[src/rtl/tt_gate_tester.sv]
// Self-test sequencer for two-input gate tiles: walks A/B through all four vectors and checks Y.
// Optional GATE_TESTER_LOOP_EN: keep running back-to-back while start is held, accumulating results.
module tt_gate_tester #(
    parameter int unsigned SETTLE_CYCLES = 4,
    parameter logic [3:0]  EXPECT        = 4'b0111
) (
    input  logic       clk,
    input  logic       rst,
    input  logic       start,
    input  logic       dut_y,
    output logic       drv_a,
    output logic       drv_b,
    output logic [1:0] vec_idx,
    output logic       busy,
    output logic       done,
    output logic       pass,
    output logic [3:0] fail_mask,
    output logic [7:0] fail_cnt
);

    if (SETTLE_CYCLES < 2 || SETTLE_CYCLES > 255) begin : g_bad_settle
        $error("tt_gate_tester: SETTLE_CYCLES must be in 2..255");
    end

    localparam logic [7:0] CntLoad = 8'(SETTLE_CYCLES - 1);

    typedef enum logic [1:0] {StIdle, StSettle, StSample, StDone} state_t;

    state_t     state;
    logic [7:0] cnt;
    logic       sync1;
    logic       y_s;
    logic       mismatch;
    logic [1:0] vec_nxt;
    logic [3:0] mask_nxt;
    logic [7:0] cnt_nxt;

    // Gate output is asynchronous to clk.
    always_ff @(posedge clk) begin
        if (rst) begin
            sync1 <= 1'b0;
            y_s   <= 1'b0;
        end else begin
            sync1 <= dut_y;
            y_s   <= sync1;
        end
    end

    always_comb begin
        mismatch = (y_s != EXPECT[vec_idx]);
        vec_nxt  = vec_idx + 2'd1;
        mask_nxt = fail_mask;
        cnt_nxt  = fail_cnt;
        if (mismatch) begin
            mask_nxt = fail_mask | (4'b0001 << vec_idx);
            if (fail_cnt != 8'hff) begin
                cnt_nxt = fail_cnt + 8'd1;
            end
        end
    end

    always_ff @(posedge clk) begin
        if (rst) begin
            state     <= StIdle;
            cnt       <= 8'd0;
            vec_idx   <= 2'd0;
            drv_a     <= 1'b0;
            drv_b     <= 1'b0;
            busy      <= 1'b0;
            done      <= 1'b0;
            pass      <= 1'b0;
            fail_mask <= 4'd0;
            fail_cnt  <= 8'd0;
        end else begin
            done <= 1'b0;
            case (state)
                StIdle: begin
                    if (start) begin
                        state     <= StSettle;
                        cnt       <= CntLoad;
                        vec_idx   <= 2'd0;
                        drv_a     <= 1'b0;
                        drv_b     <= 1'b0;
                        busy      <= 1'b1;
                        pass      <= 1'b0;
                        fail_mask <= 4'd0;
                        fail_cnt  <= 8'd0;
                    end
                end
                StSettle: begin
                    if (cnt == 8'd0) begin
                        state <= StSample;
                    end else begin
                        cnt <= cnt - 8'd1;
                    end
                end
                StSample: begin
                    fail_mask <= mask_nxt;
                    fail_cnt  <= cnt_nxt;
                    if (vec_idx != 2'd3) begin
                        state   <= StSettle;
                        cnt     <= CntLoad;
                        vec_idx <= vec_nxt;
                        drv_a   <= vec_nxt[0];
                        drv_b   <= vec_nxt[1];
                    end else begin
                        done    <= 1'b1;
                        pass    <= (mask_nxt == 4'd0);
                        vec_idx <= 2'd0;
                        drv_a   <= 1'b0;
                        drv_b   <= 1'b0;
`ifdef GATE_TESTER_LOOP_EN
                        // The done cycle doubles as the first settle cycle of the next run.
                        if (start) begin
                            state <= StSettle;
                            cnt   <= CntLoad;
                        end else begin
                            state <= StDone;
                            busy  <= 1'b0;
                        end
`else
                        state <= StDone;
                        busy  <= 1'b0;
`endif
                    end
                end
                StDone: begin
                    state <= StIdle;
                end
                default: begin
                    state <= StIdle;
                end
            endcase
        end
    end

endmodule

[config.mk]
export PLATFORM = sky130hd
export DESIGN_NAME = tt_gate_tester
export DESIGN_NICKNAME = d
export VERILOG_FILES = /design/src/rtl/tt_gate_tester.sv
export SDC_FILE = /design/constraint.sdc
export NUM_CORES = 1
export LEC_CHECK = 0
export CAP_MARGIN = 30
export CELL_PAD_IN_SITES_DETAIL_PLACEMENT = 1
export CELL_PAD_IN_SITES_GLOBAL_PLACEMENT = 1
export CORE_ASPECT_RATIO = 1.2
export CORE_MARGIN = 2
export CORE_UTILIZATION = 37
export CTS_BUF_LIST = sky130_fd_sc_hd__clkbuf_8
export CTS_CLUSTER_SIZE = 25
export DETAILED_ROUTE_END_ITERATION = 10
export GPL_ROUTABILITY_DRIVEN = 0
export HOLD_SLACK_MARGIN = 0.12
export PLACE_DENSITY_LB_ADDON = 0.1
export SETUP_SLACK_MARGIN = 0.1
export SLEW_MARGIN = 40
export SYNTH_ARGS = -nofsm -noshare
export SYNTH_HDL_FRONTEND = slang
export SYNTH_SLANG_ARGS = --single-unit
[constraint.sdc]
create_clock -name clk -period 1.8 [get_ports clk]
set_input_delay 0.36 -clock clk [delete_from_list [all_inputs] [get_ports clk]]
set_output_delay 0.36 -clock clk [all_outputs]
set_load 0.01 [all_outputs]
Word level (Yosys, flattened, before mapping)
Index checks and enable logic that the tools add are counted.
{"block": "op_classes", "addsub": 3, "bitwise_logic": 2, "shift": 1, "reduce_logical": 11, "muxes": 31, "order_cmp": 1, "eq_ne": 13}
{"op": "two-way mux 8 bit", "n": 6}
{"op": "case mux 8 bit (3 select lines)", "n": 1}
{"op": "inequality test 2 bit, second input constant", "n": 8}
{"op": "case mux 8 bit (2 select lines)", "n": 1}
{"op": "two-way mux 2 bit", "n": 5}
{"op": "adder 8 x 1 -> 8 bit, second input constant", "n": 1}
{"op": "zero test 8 bit", "n": 1}
{"op": "two-way mux 1 bit", "n": 8}
{"op": "two-way mux 4 bit", "n": 2}
{"op": "inequality test 8 bit, second input constant", "n": 1}
{"op": "case mux 1 bit (2 select lines)", "n": 4}
{"op": "case mux 2 bit (4 select lines)", "n": 1}
{"op": "case mux 4 bit (2 select lines)", "n": 1}
{"op": "AND reduction 4 bit", "n": 2}
{"op": "subtractor 8 x 1 -> 8 bit, second input constant", "n": 1}
{"op": "== test 2 bit, second input constant", "n": 2}
{"op": "zero test 4 bit", "n": 1}
{"op": "OR 4 bit", "n": 1}
{"op": "case mux 2 bit (2 select lines)", "n": 1}
{"op": "AND reduction 2 bit", "n": 2}
{"op": "left shift 1 x 2 -> 4 bit, first input constant", "n": 1}
{"op": "less-than comparator 2 x 3 -> 1 bit, second input constant", "n": 1}
{"op": "AND reduction 3 bit", "n": 1}
{"op": "nonzero test 3 bit", "n": 1}
{"op": "8 further kinds", "n": 8}
{"block": "totals", "in_bits": 4, "output_inout_bits": 19, "word_cells": 74, "register_bits": 31}

Depth between registers and ports, before layout
Gate-level depths: netlist of run 1.
{"block": "depth", "ltp_word": 7, "mapped_depth": 7, "ltp_nobuf": 6}

Worst setup path after synthesis of run 1
Ideal clock, no wire load.
{"block": "synth_path", "path_type": "register -> register", "start": "reg vec_idx[0]", "end": "reg fail_cnt[5]", "setup_time_ns": 0.114, "t_arrival_ns": 1.705, "synth_period_minus_slack_ns": 1.819, "stages_incl_launch_ff": 7, "slack_ns": -0.019, "required_ns": 1.686, "n_path_buf": 1, "cell_sequence": "dfxtp_1 > ha_1 > clkbuf_1 > xnor2_1 > o311ai_1 > a32o_1 > a21o_1"}
{"block": "synth_between", "elab_chain_len": 5}
{"element": "start, declared", "line": "13", "source": "output logic [1:0] vec_idx,"}
{"element": "start signal, assigned", "line": "103", "source": "vec_idx <= vec_nxt;"}
{"element": "binary-select mux 1 bit (select 2 bit)", "line": "50", "source": "mismatch = (y_s != EXPECT[vec_idx]);"}
{"element": "two-way mux 1 bit (implied by the code)", "line": "50"}
{"element": "inequality test 1 bit", "line": "50"}
{"element": "inequality test 2 bit (no source line)"}
{"element": "AND reduction 4 bit (no source line)"}
{"element": "end signal, assigned", "line": "99", "source": "fail_cnt <= cnt_nxt;"}
{"element": "end, declared", "line": "18", "source": "output logic [7:0] fail_cnt"}
No other way between the ends. The select of a mux whose other input is x is not followed.
A chain may end at the register's enable or synchronous reset.

Final worst setup path of run 1
{"block": "layout_path", "start": "reg cnt[0]", "end": "reg cnt[1]"}
{"block": "layout_between", "elab_chain_len": 3, "elab_cells_between_ends": 6, "cone_classes": "add/sub (1); eq/ne (1); mux (2); reduce/logical (2)"}
{"element": "start, declared", "line": "30", "source": "logic [7:0] cnt;"}
{"element": "start signal, assigned", "line": "80", "source": "cnt <= CntLoad;"}
{"element": "start signal, assigned", "line": "94", "source": "cnt <= cnt - 8'd1;"}
{"element": "start signal, assigned", "line": "102", "source": "cnt <= CntLoad;"}
{"element": "subtractor 8 x 1 -> 8 bit or zero test 8 bit (tied branches)", "line": "94, 91"}
{"element": "two-way mux 8 bit or inequality test 2 bit (tied branches)"}
{"element": "case mux 8 bit (3 select lines) or AND reduction 4 bit (tied branches)"}
Several ways; a longest one is shown, not always the timed one. The select of a mux whose other input is x is not followed.

==> metrics.txt, run 1 <==
# TYPE chip_impl_metric gauge
chip_impl_info{name="clock_tree.root_cell",value="clkbuf_8"} 1
chip_impl_metric{name="hold_viol_final",unit=""} 0
chip_impl_metric{name="synth_edf_count",unit=""} 0
chip_impl_metric{name="wl",unit="µm"} 3950
chip_impl_metric{name="synthesized_nets",unit=""} 177
chip_impl_metric{name="cts_sinks",unit=""} 29
chip_impl_metric{name="final_layout_size_suffix_gt1_share",unit="%"} 28.4
chip_impl_info{name="post_synth_most_frequent_cells",value="dfxtp_1, a21oi_1, nor2_1, nand2_1"} 1
chip_impl_metric{name="cellPowerDensity",unit="nW/µm²"} 806
chip_impl_metric{name="vdd_drop_max",unit="µV"} 379
chip_impl_metric{name="track_usage",unit="%"} 20.0
chip_impl_info{name="path_cells",value="inv_2 -> ha_4 -> or4b_4 -> o41a_4 -> nor3_2 -> a211oi_2"} 1
chip_impl_metric{name="avgViaCountPerCell",unit=""} 5.34
chip_impl_metric{name="largest_net_degree_at_the_start_of_global_routing",unit=""} 23
chip_impl_metric{name="portBuffers",unit=""} 22
chip_impl_info{name="worst_path_max_delay_cell",value="or4b_4"} 1
chip_impl_metric{name="number_of_global_route_vias_before_repair",unit=""} 1417
chip_impl_metric{name="die_width",unit="µm"} 61.1
chip_impl_metric{name="fillerInstances",unit=""} 437
chip_impl_metric{name="headroom_to_the_max_slew_limit",unit="%"} 72.7
chip_impl_metric{name="area_growth_syn_to_layout",unit="%"} 40.7
chip_impl_metric{name="area_used_by_multi_input_combinational_logic",unit="µm²"} 892
chip_impl_metric{name="preCtsSetupSlack",unit="ns"} -0.123
chip_impl_info{name="unrepaired_setup_endpoints_after_global_routing",value="true"} 1
chip_impl_metric{name="die_area",unit="µm²"} 4430
chip_impl_info{name="worstSetupEndpointType",value="flip-flop"} 1
chip_impl_metric{name="wl_per_cell",unit="µm"} 15.4
chip_impl_metric{name="synth-warning-count",unit=""} 0
chip_impl_metric{name="postLayoutSetupSlackWorst",unit="ns"} 0.0184
chip_impl_metric{name="clk_pin_slew",unit="ns"} 0.05
chip_impl_metric{name="grt_overflow_total",unit=""} 0
chip_impl_info{name="synth_top_flop_cell",value="dfxtp_1"} 1
chip_impl_metric{name="route.antenna.remaining_nets",unit=""} 0
chip_impl_info{name="worstSetupStartpointType",value="flip-flop"} 1
chip_impl_metric{name="cts-hold-fix-buffers",unit=""} 0
chip_impl_metric{name="worst_clock_skew",unit="ns"} 0.00685
chip_impl_metric{name="syn_area_per_cell",unit="µm²"} 8.71
chip_impl_metric{name="worst-endpoint-arrival",unit="ns"} 1.94
chip_impl_metric{name="final-seq-area",unit="µm²"} 591
chip_impl_metric{name="finalNonFillerCells",unit=""} 256
chip_impl_metric{name="cts_buffers",unit=""} 5
chip_impl_metric{name="clock_latency",unit="ns"} 0.28
chip_impl_metric{name="timing.final.max_slew_violations",unit=""} 0
chip_impl_info{name="tritoncts",value="built"} 1
chip_impl_info{name="synth.most_common_cell",value="dfxtp_1"} 1
chip_impl_metric{name="row_count",unit=""} 24
chip_impl_info{name="yosys-top-cells-area",value="dfxtp_1, ha_1, a21oi_1, nand3_1, nor2_1"} 1
chip_impl_metric{name="share_of_the_clock_period_used_by_the_worst_path_after_layout",unit="%"} 99.0
chip_impl_metric{name="crit_required",unit="ns"} 1.95
chip_impl_metric{name="ios",unit=""} 23
chip_impl_metric{name="final-setup-viol-count",unit=""} 0
chip_impl_metric{name="worst-r2r-setup-slack",unit="ns"} 0.02
chip_impl_metric{name="die_h",unit="µm"} 72.5
chip_impl_metric{name="grt_first_pass_wirelength",unit="µm"} 6600
chip_impl_metric{name="dr.first_iter.drc_count",unit=""} 36
chip_impl_metric{name="post_syn_area",unit="µm²"} 1450
chip_impl_metric{name="h-tree-depth",unit=""} 2
chip_impl_info{name="timing.setup.critical_path_class",value="flip-flop to flip-flop"} 1
chip_impl_metric{name="initial_utilization",unit="%"} 39.2
chip_impl_metric{name="critical_path_peak_fanout",unit=""} 7
chip_impl_metric{name="yosysSeqAreaShare",unit="%"} 40.1
chip_impl_metric{name="antenna_found_initial",unit=""} 0
chip_impl_metric{name="core",unit="µm²"} 3690
chip_impl_metric{name="antenna_cells_inserted",unit=""} 0
chip_impl_info{name="run_status",value="completed"} 1
chip_impl_metric{name="via_count",unit=""} 1367
chip_impl_metric{name="fmax",unit="GHz"} 0.561
chip_impl_metric{name="timing.max_cap.violations",unit=""} 0
chip_impl_metric{name="synth_top_area_share",unit="%"} 40.1
chip_impl_metric{name="drc_errors",unit=""} 0
chip_impl_metric{name="max_stage_delay_on_crit_path",unit="ns"} 0.47
chip_impl_metric{name="first_pass_drt_iterations",unit=""} 4
chip_impl_metric{name="final.min_clock_period",unit="ns"} 1.78
chip_impl_metric{name="max_slew.worst_pin.slew",unit="ns"} 0.404
chip_impl_info{name="hold_class",value="flip-flop to flip-flop"} 1
chip_impl_info{name="synth.largest_area_cell",value="dfxtp_1"} 1
chip_impl_metric{name="ys_async_sr_fraction",unit="%"} 0
chip_impl_info{name="timing.critical_path.max_delay_family",value="simple AND/OR/NAND/NOR gates"} 1
chip_impl_metric{name="critical_path.n_buffers_inverters",unit=""} 1
chip_impl_metric{name="number_of_cells_after_detailed_placement",unit=""} 248
chip_impl_metric{name="count_of_unique_library_cells_instantiated_by_yosys",unit=""} 44
chip_impl_metric{name="final_net_count",unit=""} 215
chip_impl_metric{name="leakagePower",unit="nW"} 0.765
chip_impl_metric{name="clock_path_buffers",unit=""} 2
chip_impl_metric{name="synth.ff_latch_count",unit=""} 29
chip_impl_metric{name="detailedPlacementHpwl",unit="µm"} 2990
chip_impl_metric{name="cell_count_after_synthesis",unit=""} 166
## flip-flops by register name, summed over array words and instances, names as in the netlist
signal     cells
y_s            1
fail_cnt       8
sync1          1
cnt            8
fail_mask      4
state          2
vec_idx        2
busy           1
done           1
pass           1
## per-layer routing
layer	global-route usage, %	wire [µm]	up-vias
li1	-	-	673
met1	22.8	1680	664
met2	34.3	2100	22
met3	4.63	94	8
met4	9.42	76	0
met5	0	0	-
## final timing paths
check	startpoint	end	depth (start not counted)
max	cnt[0]$_SDFFE_PP0P_	cnt[1]$_SDFFE_PP0P_	6
min	sync1$_SDFF_PP0_	y_s$_SDFF_PP0_	1
max reg2reg	cnt[0]$_SDFFE_PP0P_	cnt[1]$_SDFFE_PP0P_	6
min reg2reg	sync1$_SDFF_PP0_	y_s$_SDFF_PP0_	1
## logic make-up after synthesis
family	count (synthesis)	share of synthesized area, %
simple gates	65	25.1
compound gates	41	20.1
flops	29	40.1
buf+inv	19	5.62
fa+ha+maj	7	6.06
xor+xnor	5	3.03
## worst reg2reg max path, delay by kind of cell (launching register included)
family | cells | cell delay, ns
AO/OA/AOI/OAI | 2 | 0.49
adder cells (fa/ha/maj) | 1 | 0.12
flip-flops | 1 | 0.32
buffers and inverters | 1 | 0.08
AND/OR/NAND/NOR | 2 | 0.66
## area by class of cell
cell class | count | area share (%)
Timing Repair Buffer | 41 | 18.1
Clock inverter | 1 | 0.184
Inverter | 9 | 1.66
Multi-Input combinational cell | 118 | 43.8
Clock buffer | 6 | 4.06
Sequential cell | 29 | 29.0
Tap cell | 52 | 3.20
## timing repair
| item | CTS | global route |
|---|---|---|
| setup endpoints to repair | 10 | 22 |
| gates resized for setup | 5 | 21 |
| pin swaps | 1 | 1 |
| hold endpoints to repair | 0 | 0 |
| cloned | 0 | 0 |
| setup buffers | 0 | 1 |
## report_power, final
part	total [mW]	internal [mW]	switching [mW]
clock	0.528	0.297	0.231
sequential	0.717	0.678	0.0394
combinational	0.396	0.193	0.203
## per-stage QoR
step	cell area [µm²]	setup TNS (ns)	total power [mW]	utilization, %	hold slack, ns
after detailed placement	1830	-0.936	1.08	49.6	0.453
final	2040	0	1.64	55.1	0.466
after floorplan	1460	0	0.943	-	0.414
after global routing	2040	-0.0790	1.74	55.1	0.475
after global placement	1830	-0.547	1.06	49.6	0.423
after CTS	1940	0	1.62	52.5	0.461
## layout by cell type, fill, tap and decap left out, drive strengths merged, types with 2 or more instances in the layout
| cell type | Yosys | final |
|---|---|---|
| a211oi | 3 | 3 |
| nand4 | 3 | 3 |
| xor2 | 4 | 4 |
| o21ai | 2 | 2 |
| or2 | 3 | 3 |
| nor4b | 2 | 2 |
| nand2 | 11 | 11 |
| nand2b | 4 | 4 |
| ha | 7 | 7 |
| nand3 | 9 | 9 |
| dlymetal6s2s | 0 | 2 |
| a22oi | 5 | 5 |
| clkdlybuf4s50 | 0 | 20 |
| nor3 | 8 | 8 |
| o311ai | 3 | 3 |
| o211ai | 2 | 2 |
| buf | 4 | 19 |
| a21oi | 15 | 15 |
| dfxtp | 29 | 29 |
| inv | 9 | 10 |
| nor2 | 12 | 12 |
| clkbuf | 6 | 6 |
| or3 | 3 | 3 |
| nor2b | 4 | 4 |
Power figures use the tool's default switching activity.
==> run 2: changes to the inputs <==
--- a/config.mk
+++ b/config.mk
@@ -16,8 +16,9 @@
 export DETAILED_ROUTE_END_ITERATION = 10
 export GPL_ROUTABILITY_DRIVEN = 0
 export HOLD_SLACK_MARGIN = 0.12
-export PLACE_DENSITY_LB_ADDON = 0.1
+export PLACE_DENSITY = 0.76
 export SETUP_SLACK_MARGIN = 0.1
+export SKIP_LAST_GASP = 1
 export SLEW_MARGIN = 40
 export SYNTH_ARGS = -nofsm -noshare
 export SYNTH_HDL_FRONTEND = slang
==> run 2 against run 1 <==
Net effect:
- critical path type unchanged
- utilization rose by 0.71 points
- cell count rose by 1.6%
- clock power rose by 31%
- die area did not move
- sequential power rose by 0.6%
- combinational power fell by 2%
- largest power group unchanged
- global-route usage rose by 1.6 points
- via count rose by 2.1%
==> metrics.txt, run 2 (synthesis results as in run 1) <==
# TYPE chip_impl_metric gauge
chip_impl_metric{name="headroom_to_the_max_slew_limit",unit="%"} 73.9
chip_impl_metric{name="worst-r2r-setup-slack",unit="ns"} 0.03
chip_impl_metric{name="grt_first_pass_wirelength",unit="µm"} 7140
chip_impl_metric{name="cts_buffers",unit=""} 5
chip_impl_metric{name="max_stage_delay_on_crit_path",unit="ns"} 0.47
chip_impl_metric{name="drc_errors",unit=""} 0
chip_impl_metric{name="die_h",unit="µm"} 72.5
chip_impl_info{name="timing.setup.critical_path_class",value="flip-flop to flip-flop"} 1
chip_impl_metric{name="fillerInstances",unit=""} 423
chip_impl_metric{name="min_delay_path_depth",unit=""} 2
chip_impl_metric{name="vdd_drop_max",unit="µV"} 569
chip_impl_metric{name="area_growth_syn_to_layout",unit="%"} 42.6
chip_impl_info{name="final_common_cell",value="buf_4"} 1
chip_impl_metric{name="avgViaCountPerCell",unit=""} 5.37
chip_impl_info{name="origin_of_the_worst_min_delay_path",value="busy$_SDFFE_PP0P_"} 1
chip_impl_info{name="path_cells",value="inv_2 -> ha_1 -> or4b_4 -> o41a_4 -> nor3_4 -> a211oi_2"} 1
chip_impl_metric{name="fmax",unit="GHz"} 0.566
chip_impl_metric{name="critical_path.n_buffers_inverters",unit=""} 1
chip_impl_metric{name="cts-hold-fix-buffers",unit=""} 0
chip_impl_metric{name="clk_pin_slew",unit="ns"} 0.07
chip_impl_metric{name="portBuffers",unit=""} 22
chip_impl_info{name="worst_path_max_delay_cell",value="or4b_4"} 1
chip_impl_info{name="final_cell_mix",value="buf_4, dfxtp_1, clkdlybuf4s50_1"} 1
chip_impl_metric{name="crit_required",unit="ns"} 1.96
chip_impl_info{name="reg.largest.list",value="cnt: 8 flops, fail_cnt: 8 flops, fail_mask: 4 flops"} 1
chip_impl_info{name="worstSetupStartpointType",value="flip-flop"} 1
chip_impl_metric{name="initial_utilization",unit="%"} 39.2
chip_impl_info{name="hold-path-endpoint",value="busy$_SDFFE_PP0P_"} 1
chip_impl_metric{name="leakagePower",unit="nW"} 0.791
chip_impl_metric{name="row_count",unit=""} 24
chip_impl_info{name="tritoncts",value="built"} 1
chip_impl_metric{name="die_width",unit="µm"} 61.1
chip_impl_metric{name="antenna_cells_inserted",unit=""} 0
chip_impl_info{name="clock_tree.root_cell",value="clkbuf_8"} 1
chip_impl_metric{name="wl_per_cell",unit="µm"} 16.6
chip_impl_metric{name="share_of_the_clock_period_used_by_the_worst_path_after_layout",unit="%"} 98.1
chip_impl_info{name="worstSetupEndpointType",value="flip-flop"} 1
chip_impl_metric{name="die_area",unit="µm²"} 4430
chip_impl_metric{name="via_count",unit=""} 1396
chip_impl_info{name="timing.critical_path.max_delay_family",value="simple AND/OR/NAND/NOR gates"} 1
chip_impl_metric{name="first_pass_drt_iterations",unit=""} 4
chip_impl_info{name="run_status",value="completed"} 1
chip_impl_metric{name="antenna_found_initial",unit=""} 0
chip_impl_metric{name="finalCoreUtilization",unit="%"} 55.8
chip_impl_metric{name="final.min_clock_period",unit="ns"} 1.77
chip_impl_metric{name="dr.first_iter.drc_count",unit=""} 50
chip_impl_metric{name="final_net_count",unit=""} 218
chip_impl_metric{name="h-tree-depth",unit=""} 2
chip_impl_metric{name="cellPowerDensity",unit="nW/µm²"} 874
chip_impl_metric{name="grt_overflow_total",unit=""} 0
chip_impl_metric{name="timing.max_cap.violations",unit=""} 0
chip_impl_metric{name="final-setup-viol-count",unit=""} 0
chip_impl_metric{name="cts_sinks",unit=""} 29
chip_impl_metric{name="worst-endpoint-arrival",unit="ns"} 1.93
chip_impl_metric{name="core",unit="µm²"} 3690
chip_impl_metric{name="number_of_global_route_vias_before_repair",unit=""} 1448
chip_impl_info{name="rr_startpoint",value="cnt[1]$_SDFFE_PP0P_"} 1
chip_impl_metric{name="max_slew.worst_pin.slew",unit="ns"} 0.387
chip_impl_info{name="unrepaired_setup_endpoints_after_global_routing",value="true"} 1
chip_impl_metric{name="clock_latency",unit="ns"} 0.29
chip_impl_metric{name="final_layout_size_suffix_gt1_share",unit="%"} 28.4
chip_impl_metric{name="largest_net_degree_at_the_start_of_global_routing",unit=""} 23
chip_impl_metric{name="track_usage",unit="%"} 21.6
chip_impl_metric{name="postLayoutSetupSlackWorst",unit="ns"} 0.0338
chip_impl_metric{name="critical_path_peak_fanout",unit=""} 7
chip_impl_metric{name="route.antenna.remaining_nets",unit=""} 0
chip_impl_metric{name="preCtsSetupSlack",unit="ns"} -0.108
chip_impl_metric{name="hold_viol_final",unit=""} 0
chip_impl_metric{name="wl",unit="µm"} 4310
chip_impl_info{name="reg2reg_to",value="cnt[0]$_SDFFE_PP0P_"} 1
chip_impl_metric{name="detailedPlacementHpwl",unit="µm"} 3100
chip_impl_metric{name="ios",unit=""} 23
chip_impl_metric{name="worstRegToRegCells",unit=""} 6
chip_impl_metric{name="clock_path_buffers",unit=""} 2
chip_impl_metric{name="worst_clock_skew",unit="ns"} 0.00815
chip_impl_metric{name="timing.final.max_slew_violations",unit=""} 0
chip_impl_info{name="hold_class",value="flip-flop to flip-flop"} 1
## run 2: layout make-up
cell class	count	area [µm²]	area share [%]
Sequential cell	29	594	28.8
Tap cell	52	65.1	3.16
Clock buffer	6	82.6	4.00
Inverter	9	33.8	1.64
Timing Repair Buffer	44	390	18.9
Clock inverter	2	33.8	1.64
Multi-Input combinational cell	118	862	41.8
## run 2: where the power goes
group | switching (mW) | total [mW] | internal, mW
registers | 0.0421 | 0.721 | 0.678
logic | 0.199 | 0.390 | 0.191
clock network | 0.247 | 0.691 | 0.445
## run 2: worst max-delay path by stage
stage	depth (start not counted)	endpoint	startpoint	slack (ns)
CTS	6	cnt[0]$_SDFFE_PP0P_	cnt[0]$_SDFFE_PP0P_	0.03
detailed placement	4	fail_cnt[5]$_SDFFE_PP0P_	start	-0.11
global placement	4	fail_cnt[5]$_SDFFE_PP0P_	start	-0.08
floorplan	6	cnt[0]$_SDFFE_PP0P_	cnt[0]$_SDFFE_PP0P_	0.09
global route	6	cnt[0]$_SDFFE_PP0P_	cnt[1]$_SDFFE_PP0P_	-0.03
finish	6	cnt[0]$_SDFFE_PP0P_	cnt[1]$_SDFFE_PP0P_	0.03
## run 2: what timing repair did
item | in CTS | in global routing
gates resized for setup | 6 | 16
buffers inserted | 2 | 1
setup endpoints to repair | 11 | 24
pin swaps | 1 | 1
cloned | 0 | 0
## run 2: worst min-delay path: stages, from the launching register on
cell and delay [ns]:
dfxtp_1 0.31, nand2_1 0.05, a21oi_1 0.05
## run 2: metal layers
metal	part of all wire (%)	up-vias	track usage, %
met5	0	-	0
met4	1.6	0	7.00
met3	3.1	8	6.06
met2	55	26	37.1
met1	41	682	25.4
li1	-	680	-
## run 2: metrics by stage
stage                     area, µm²  hold WS, ns  power, mW  TNS [ns]  std cells
after floorplan                1460        0.414      0.943         0        166
after global placement         1840        0.420       1.05    -0.586        249
after detailed placement       1840        0.452       1.07    -0.864        249
after CTS                      1990        0.461       1.80         0        259
after global routing           2060        0.473       1.89   -0.0516        260
final                          2060        0.457       1.80         0        260
